==> config.mk <==
export PLATFORM = sky130hd
export DESIGN_NAME = alu_pipe
export DESIGN_NICKNAME = d
export VERILOG_FILES = /design/src/rtl/alu_pipe.sv
export SDC_FILE = /design/constraint.sdc
export NUM_CORES = 1
export LEC_CHECK = 0
export CELL_PAD_IN_SITES_DETAIL_PLACEMENT = 1
export CELL_PAD_IN_SITES_GLOBAL_PLACEMENT = 1
export CORE_ASPECT_RATIO = 1.5
export CORE_UTILIZATION = 37
export CTS_CLUSTER_DIAMETER = 50
export CTS_CLUSTER_SIZE = 25
export DETAILED_ROUTE_END_ITERATION = 8
export PLACE_DENSITY_LB_ADDON = 0.1
export SLEW_MARGIN = 20
export SYNTH_ARGS = -nofsm -noshare
export SYNTH_HDL_FRONTEND = slang
export SYNTH_SLANG_ARGS = --single-unit
==> constraint.sdc <==
create_clock -name clk -period 2.59 [get_ports clk]
set_clock_uncertainty 0.2 [all_clocks]
set_input_delay 0.518 -clock clk [delete_from_list [all_inputs] [get_ports clk]]
set_output_delay 0.518 -clock clk [all_outputs]
set_load 0.005 [all_outputs]
==> src/rtl/alu_pipe.sv <==
// Registered, valid/ready handshaked WIDTH-bit ALU holding one result until the consumer takes it.
// Define ALU_PIPE_MUL_EN to enable the multi-cycle shift-add unsigned multiplier on op 4'b1000.
module alu_pipe #(
  parameter int WIDTH = 4
) (
  input  logic             clk,
  input  logic             rst_n,
  input  logic             in_valid,
  output logic             in_ready,
  input  logic [3:0]       op,
  input  logic             in_c,
  input  logic [WIDTH-1:0] in_x,
  input  logic [WIDTH-1:0] in_y,
  output logic             out_valid,
  input  logic             out_ready,
  output logic [WIDTH-1:0] out_s,
  output logic [WIDTH-1:0] out_hi,
  output logic             out_c,
  output logic             zero,
  output logic             overflow,
  output logic             out_err
);

`ifdef ALU_PIPE_MUL_EN
  typedef enum logic [1:0] {S_IDLE, S_DONE, S_BUSY} state_t;
  localparam int CW = $clog2(WIDTH);
`else
  typedef enum logic [0:0] {S_IDLE, S_DONE} state_t;
`endif

  state_t           state_q;
  logic [WIDTH-1:0] s_q;
  logic             c_q, z_q, v_q, err_q;
  logic [WIDTH-1:0] s_d;
  logic             c_d, v_d, err_d;
  logic [WIDTH:0]   add_w, sub_w;
  logic             accept;

  // rst_n gates in_ready so no beat looks accepted while reset is held
  assign in_ready  = rst_n & ((state_q == S_IDLE) | ((state_q == S_DONE) & out_ready));
  assign accept    = in_valid & in_ready;
  assign out_valid = (state_q == S_DONE);
  assign out_s     = s_q;
  assign out_c     = c_q;
  assign zero      = z_q;
  assign overflow  = v_q;
  assign out_err   = err_q;

  always_comb begin
    add_w = {1'b0, in_x} + {1'b0, in_y} + {{WIDTH{1'b0}}, in_c};
    sub_w = {1'b0, in_x} + {1'b0, ~in_y} + {{WIDTH{1'b0}}, 1'b1};
    s_d   = '0;
    c_d   = 1'b0;
    v_d   = 1'b0;
    err_d = 1'b0;
    case (op)
      4'b0000: begin
        s_d = add_w[WIDTH-1:0];
        c_d = add_w[WIDTH];
        v_d = (in_x[WIDTH-1] == in_y[WIDTH-1]) & (add_w[WIDTH-1] != in_x[WIDTH-1]);
      end
      4'b0001: begin
        s_d = sub_w[WIDTH-1:0];
        c_d = sub_w[WIDTH];
        v_d = (in_x[WIDTH-1] != in_y[WIDTH-1]) & (sub_w[WIDTH-1] != in_x[WIDTH-1]);
      end
      4'b0010: s_d = ~in_x;
      4'b0011: s_d = in_x & in_y;
      4'b0100: s_d = in_x | in_y;
      4'b0101: s_d = in_x ^ in_y;
      4'b0110: s_d = {{(WIDTH-1){1'b0}}, ($signed(in_x) < $signed(in_y))};
      4'b0111: s_d = {{(WIDTH-1){1'b0}}, (in_x == in_y)};
      default: err_d = 1'b1;
    endcase
  end

`ifdef ALU_PIPE_MUL_EN
  logic [WIDTH-1:0]   mcand_q, hi_q, lo_q, hi_out_q;
  logic [CW-1:0]      cnt_q;
  logic [WIDTH:0]     step_sum;
  logic [2*WIDTH-1:0] step_nxt;
  logic               is_mul;

  assign is_mul = (op == 4'b1000);
  assign out_hi = hi_out_q;

  // {hi,lo} starts as {0,Y}; each step adds X on lo[0] and shifts right one bit
  always_comb begin
    step_sum = {1'b0, hi_q} + (lo_q[0] ? {1'b0, mcand_q} : {(WIDTH+1){1'b0}});
    step_nxt = {step_sum, lo_q[WIDTH-1:1]};
  end
`else
  assign out_hi = '0;
`endif

  always_ff @(posedge clk or negedge rst_n) begin
    if (!rst_n) begin
      state_q <= S_IDLE;
      s_q     <= '0;
      c_q     <= 1'b0;
      z_q     <= 1'b0;
      v_q     <= 1'b0;
      err_q   <= 1'b0;
`ifdef ALU_PIPE_MUL_EN
      mcand_q  <= '0;
      hi_q     <= '0;
      lo_q     <= '0;
      hi_out_q <= '0;
      cnt_q    <= '0;
`endif
    end else if (accept) begin
`ifdef ALU_PIPE_MUL_EN
      if (is_mul) begin
        state_q <= S_BUSY;
        mcand_q <= in_x;
        hi_q    <= '0;
        lo_q    <= in_y;
        cnt_q   <= '0;
      end else
`endif
      begin
        state_q <= S_DONE;
        s_q     <= s_d;
        c_q     <= c_d;
        v_q     <= v_d;
        err_q   <= err_d;
        z_q     <= (s_d == '0);
`ifdef ALU_PIPE_MUL_EN
        hi_out_q <= '0;
`endif
      end
    end else if ((state_q == S_DONE) && out_ready) begin
      state_q <= S_IDLE;
`ifdef ALU_PIPE_MUL_EN
    end else if (state_q == S_BUSY) begin
      hi_q  <= step_nxt[2*WIDTH-1:WIDTH];
      lo_q  <= step_nxt[WIDTH-1:0];
      cnt_q <= cnt_q + CW'(1);
      if (cnt_q == CW'(WIDTH-1)) begin
        state_q  <= S_DONE;
        s_q      <= step_nxt[WIDTH-1:0];
        hi_out_q <= step_nxt[2*WIDTH-1:WIDTH];
        c_q      <= |step_nxt[2*WIDTH-1:WIDTH];
        v_q      <= |step_nxt[2*WIDTH-1:WIDTH];
        err_q    <= 1'b0;
        z_q      <= (step_nxt[WIDTH-1:0] == '0);
      end
`endif
    end
  end

endmodule

==> metrics.md, run 1 <==
| Metric | Value |
|---|---|
| Kind of critical path | input port to flip-flop |
| CTS root buf | clkbuf_8 |
| Ys async rst share | 100% |
| Inst Count DP | 203 |
| CTS H-Tree Depth | 1 |
| Tot Pwr | 622 uW |
| Vias in the first global route | 1132 |
| Post-CTS Setup Bufs | 0 |
| FILL cells | 324 |
| Crit-path max FO | 3 |
| Lkg Pwr | 0.750 nW |
| Top cell type by total area after synthesis | dfrtp_1 |
| Largest net degree at the start of global routing | 12 |
| Die X | 45.5 um |
| Worst EP required | 2.55 ns |
| Sink Count | 9 |
| End of the critical path | out_s[2] |
| Final Hold Fails | 0 |
| DRC Markers | 0 |
| Total GRT Usage | 23.0% |
| Ranking of synthesized cells by area | dfrtp_1 21%, ha_1 14%, fa_1 5.7% |
| DRT Wirelength | 3180 um |
| Commonest cells in the netlist | 16 x inv_1, 12 x ha_1, 10 x nor2_1 |
| Yosys warnings | 0 |
| # Max-Cap Violations | 0 |
| Pwr/cell area | 382 nW/um2 |
| R2r startpoint | out_valid |
| Status | finished clean |
| Core ar. | 2680 um2 |
| CTS Buffer Depth | 2 |
| Area Overhead vs Synth | 54.6% |
| CTS tree | built |
| Routed WL per cell | 15.4 um |
| CTS clk-pin slew, worst paths | 0.04 ns |
| Vias per inst | 5.22 |
| Syn_area_per_cell | 8.42 um2 |
| Worst slack, placed | -0.382 ns |
| Synth Flop Type | dfrtp_1 |
| Worst Setup Start Kind | input port |
| Num CTS Buffers | 3 |
| Fraction of layout cells with a size suffix above 1 | 31.2% |
| R2R depth | 4 |
| Hold crit path type | flip-flop to flip-flop |
| Setup crit end kind | flip-flop |
| Via count | 1080 |
| Nets | 203 |
| F_max | 392 MHz |
| Initial antenna violation count | 0 |
| I/O Pins | 31 |
| Worst path arrival time | 2.51 ns |
| Final setup violation count | 0 |
| Row cnt | 23 |
| Buffers on Ports | 26 |
| Synth Register Bits | 9 |
| Post-synth EDFFs | 0 |
| Final period util | 98.6% |
| Setup slack, reg-to-reg | 1.11 ns |
| Initial DRC count | 15 |
| Final Slew Violations | 0 |
| Tmin final | 2.55 ns |
| Critical Path Source | in_x[0] |
| First-pass GRT wire length | 5040 um |
| Fin cells | 207 |
| Synth Instances | 125 |
| Most frequent cell after synthesis | inv_1 |
| DR pass1 iterations | 4 |
| Post-synthesis cell area | 1050 um2 |
| Die H | 67.3 um |
| Total grt overflow | 0 |
| Full die area | 3070 um2 |
| Worst reg2reg path endpoint | out_c |
| Initial Utilization | 39.3% |
| Clock Latency Late Sink | 0.23 ns |
| Antenna viol nets, final | 0 |
| Sequential share of the synthesized area | 21.4% |
| Peak VDD IR | 188 uV |
| Distinct cells, synth | 41 |
| RD Place Congestion | 0.897 |
| DP HPWL | 2670 um |
| Share of the synthesized area in the top cell type | 21.4% |
| # diodes | 0 |
| Setup ws final | 0.0357 ns |
-- cells in the final DEF (no fill, tap or decap), types with 3 or more instances in the layout --
cell and n:
nand2b_1 3, inv_1 15, a21oi_2 3, dlygate4sd2_1 3, ha_1 8, clkdlybuf4s50_1 22, fa_2 3, buf_4 22
nand2_1 6, nor2_1 10, nor3_1 5, conb_1 4, mux2_2 3, dfrtp_1 9, clkbuf_8 3
-- through the flow --
stage / util (%) / cell area (um2) / TNS [ns] / hold WS [ns]
5_1_grt: 60.8 / 1630 / -0.141 / 0.300
3_5_place_dp: 54.9 / 1470 / -2.00 / 0.268
2_1_floorplan: - / 1060 / 0 / 0.0224
6_report: 60.8 / 1630 / 0 / 0.271
3_3_place_gp: 54.9 / 1470 / -1.59 / 0.262
4_1_cts: 57.9 / 1550 / 0 / 0.278
-- registers in the layout, summed over array words and instances (netlist names) --
name	count
out_s	4
zero	1
out_valid	1
overflow	1
out_c	1
out_err	1
-- critical path, stage by stage --
cell,delay (ns)
dlygate4sd2_1,0.27
inv_1,0.09
ha_2,0.17
inv_1,0.06
fa_2,0.34
nor3_1,0.25
a21oi_1,0.10
o211a_1,0.24
o31ai_2,0.28
a21boi_1,0.19
-- logic make-up after synthesis --
kind of cell	Yosys count	share of synthesized area, %
XOR/XNOR	2	1.66
flip-flops	9	21.4
multiplexers	6	6.18
adder cells (fa/ha/maj)	15	20.0
other	1	0.356
buffers and inverters	27	12.7
AO/OA/AOI/OAI	31	20.9
AND/OR/NAND/NOR	34	16.8
-- power breakdown --
part           leakage [nW]  switching (mW)  internal (mW)
sequential            0.115          0.0116          0.162
clock                0.0228          0.0559          0.107
combinational         0.612           0.128          0.158
total                 0.750           0.195          0.427
-- layout make-up --
cell class              count  area (um2)  share of cell area (%)
clock buffers               4        45.0                    2.77
well taps                  37        46.3                    2.85
flip-flops and latches      9         225                    13.8
multi-input cells          92         815                    50.1
repair buffers             49         435                    26.8
inverters                  16        60.1                    3.69
-- how the worst min path moves through the flow --
| stage | depth (start not counted) | start | to |
|---|---|---|---|
| 6_report | 2 | overflow | overflow |
| 5_1_grt | 2 | overflow | overflow |
| 4_1_cts | 2 | overflow | overflow |
| 3_5_place_dp | 2 | overflow | overflow |
| 3_3_place_gp | 2 | zero | zero |
| 2_1_floorplan | 0 | rst_n | out_c |
-- what timing repair did --
action                     CTS  global route
hold buffers                 0             0
pin swaps                    5             8
setup endpoints to repair    4             3
gates resized for setup     15            15
cloned                       0             0
-- per-layer routing --
metal	part of all wire, %	track usage [%]	wire [um]	up-vias
li1	-	-	-	517
met1	35	19.7	1110	526
met2	60	45.4	1900	27
met3	2.3	3.74	74	10
met4	2.9	14.8	92	0
met5	0	0	0	-
(Power assumes the default switching activity.)
==> inputs of run 2 (changes only) <==
CORE_ASPECT_RATIO = not set   (was 1.5)
==> metrics.md, run 2 (synthesized netlist as in run 1, its figures left out) <==
| Metric | Value |
|---|---|
| Total GRT Usage | 22.1% (was 23.0%) |
| Max incr delay on CP | 0.51 ns (was 0.34 ns) |
| CTS clk-pin slew, worst paths | 0.06 ns (was 0.04 ns) |
| CTS Buffer Depth | 2 (unchanged) |
| Inst Count DP | 198 (was 203) |
| Clock Latency Late Sink | 0.26 ns (was 0.23 ns) |
| Initial antenna violation count | 0 (unchanged) |
| Largest net degree at the start of global routing | 12 (unchanged) |
| Commonest non-fill, non-tap cells in the layout | 28 x buf_4, 23 x clkdlybuf4s50_1, 15 x inv_1 (was 22 x clkdlybuf4s50_1, 22 x buf_4, 15 x inv_1) |
| DP HPWL | 2560 um (was 2670 um) |
| Register area | 225 um2 (unchanged) |
| Post-route setup TNS | 0 ns (unchanged) |
| Core ar. | 2590 um2 (was 2680 um2) |
| Crit path cell chain | clkdlybuf4s50_1 -> inv_1 -> ha_4 -> a21o_1 -> a21oi_2 -> mux2i_1 -> o211ai_1 -> o41ai_1 (was dlygate4sd2_1 -> inv_1 -> ha_2 -> inv_1 -> fa_2 -> nor3_1 -> a21oi_1 -> o211a_1 -> o31ai_2 -> a21boi_1) |
| Sink Count | 9 (unchanged) |
| Post-layout util | 63.4% (was 60.8%) |
| Final Hold Fails | 0 (unchanged) |
| CTS root buf | clkbuf_4 (was clkbuf_8) |
| Kind of critical path | input port to flip-flop (unchanged) |
| Peak VDD IR | 359 uV (was 188 uV) |
| Vias per inst | 5.39 (was 5.22) |
| Row cnt | 18 (was 23) |
| Hold crit path type | flip-flop to flip-flop (unchanged) |
| DR pass1 iterations | 4 (unchanged) |
| Crit path depth | 8 (was 10) |
| CP max stage cell | clkdlybuf4s50_1 (was fa_2) |
| Final period util | 96.9% (was 98.6%) |
| Status | finished clean (unchanged) |
| Worst Setup Start Kind | input port (unchanged) |
| # diodes | 0 (unchanged) |
| Buffers on Ports | 26 (unchanged) |
| FILL cells | 307 (was 324) |
| Area occupied by multi-input gates | 823 um2 (was 815 um2) |
| Fin cells | 205 (was 207) |
| Via count | 1104 (was 1080) |
| Crit-path max FO | 3 (unchanged) |
| Initial DRC count | 13 (was 15) |
| Hold depth | 2 (unchanged) |
| # Max-Cap Violations | 0 (unchanged) |
| Setup slack, reg-to-reg | 1.09 ns (was 1.11 ns) |
| Num CTS Buffers | 3 (unchanged) |
| Max FFs per register | 4 (unchanged) |
| Worst hold start | zero (was overflow) |
| Final setup violation count | 0 (unchanged) |
| Setup ws final | 0.0797 ns (was 0.0357 ns) |
| R2R depth | 4 (unchanged) |
| F_max | 398 MHz (was 392 MHz) |
| Hold Buf Count CTS | 0 (unchanged) |
| Worst slack, placed | -0.536 ns (was -0.382 ns) |
| Worst path arrival time | 2.47 ns (was 2.51 ns) |
| CTS tree | built (unchanged) |
| Final Slew Violations | 0 (unchanged) |
| First-pass GRT wire length | 5400 um (was 5040 um) |
| Antenna viol nets, final | 0 (unchanged) |
| Worst path bufs/invs | 2 (was 3) |
| Worst reg2reg path endpoint | out_c (unchanged) |
| Die X | 55.3 um (was 45.5 um) |
| Fraction of layout cells with a size suffix above 1 | 32.6% (was 31.2%) |
| Nets | 208 (was 203) |
| Lkg Pwr | 0.774 nW (was 0.750 nW) |
| Tmin final | 2.51 ns (was 2.55 ns) |
| Hold Path Sink | zero (was overflow) |
| Total grt overflow | 0 (unchanged) |
| DRC Markers | 0 (unchanged) |
| Full die area | 3060 um2 (was 3070 um2) |
| Setup crit end kind | flip-flop (unchanged) |
| Initial Utilization | 40.6% (was 39.3%) |
| CP top delay family | compound AO/OA/AOI/OAI gates (unchanged) |
| Routed WL per cell | 15.9 um (was 15.4 um) |
| DRT Wirelength | 3260 um (was 3180 um) |
| Area Overhead vs Synth | 56.1% (was 54.6%) |
| Die H | 55.3 um (was 67.3 um) |
| CTS H-Tree Depth | 1 (unchanged) |
| R2r startpoint | out_valid (unchanged) |
| Worst hold margin | 0.284 ns (was 0.271 ns) |
| Worst EP required | 2.55 ns (about the same) |
| RD Place Congestion | 0.861 (was 0.897) |
| Pwr/cell area | 355 nW/um2 (was 382 nW/um2) |
| Commonest non-fill, non-tap cell in the layout | buf_4 |
| I/O Pins | 31 (unchanged) |
| Vias in the first global route | 1167 (was 1132) |
run 2: changes by cell type in the layout (fill, tap and decap cells not counted), moves of 2 or more:
cell | before | now
o41ai_2 | 2 | 0
clkbuf_8 | 3 | 0
buf_4 | 22 | 28
clkbuf_4 | 0 | 3
run 2: final cells by class:
cell class,instances,area share [%]
inverters,16,3.66
well taps,30,2.28
multi-input cells,92,50.1
flip-flops and latches,9,13.7
repair buffers,54,28.6
clock buffers,4,1.60
run 2: per-stage QoR:
step / total power, mW / cell area (um2)
finish: 0.583 / 1640
global route: 0.627 / 1640
CTS: 0.566 / 1550
detailed placement: 0.434 / 1480
global placement: 0.423 / 1480
floorplan: 0.296 / 1060
run 2: worst max-delay path by stage:
| stage | from | to |
|---|---|---|
| 6_report | in_x[1] | zero |
| 3_3_place_gp | in_x[0] | out_s[0] |
| 3_5_place_dp | in_x[0] | out_s[0] |
| 5_1_grt | in_x[3] | out_s[0] |
| 2_1_floorplan | in_x[0] | out_s[0] |
| 4_1_cts | in_y[2] | out_s[0] |
run 2: report_power, final:
group          switching [mW]  internal, mW
clock network          0.0519        0.0596
logic                   0.133         0.167
registers              0.0104         0.161
total                   0.195         0.388
run 2: routing by layer:
| metal | track usage (%) | routed length, um | vias to the layer above |
|---|---|---|---|
| li1 | - | - | 528 |
| met1 | 26.3 | 1420 | 545 |
| met2 | 40.4 | 1710 | 31 |
| met3 | 4.92 | 132 | 0 |
| met4 | 4.29 | 0 | 0 |
| met5 | 0 | 0 | - |
run 2: repair_timing:
item                                    CTS  global route
resized for setup                        11            18
pin swaps                                 5             8
setup buffers                             2             1
endpoints found under the setup margin    4             6
run 2: worst register-to-register path: stages, from the launching register on:
cell and delay, ns:
dfrtp_1 0.37, nand2b_1 0.12, nand3_1 0.12, buf_4 0.20, o41ai_1 0.37
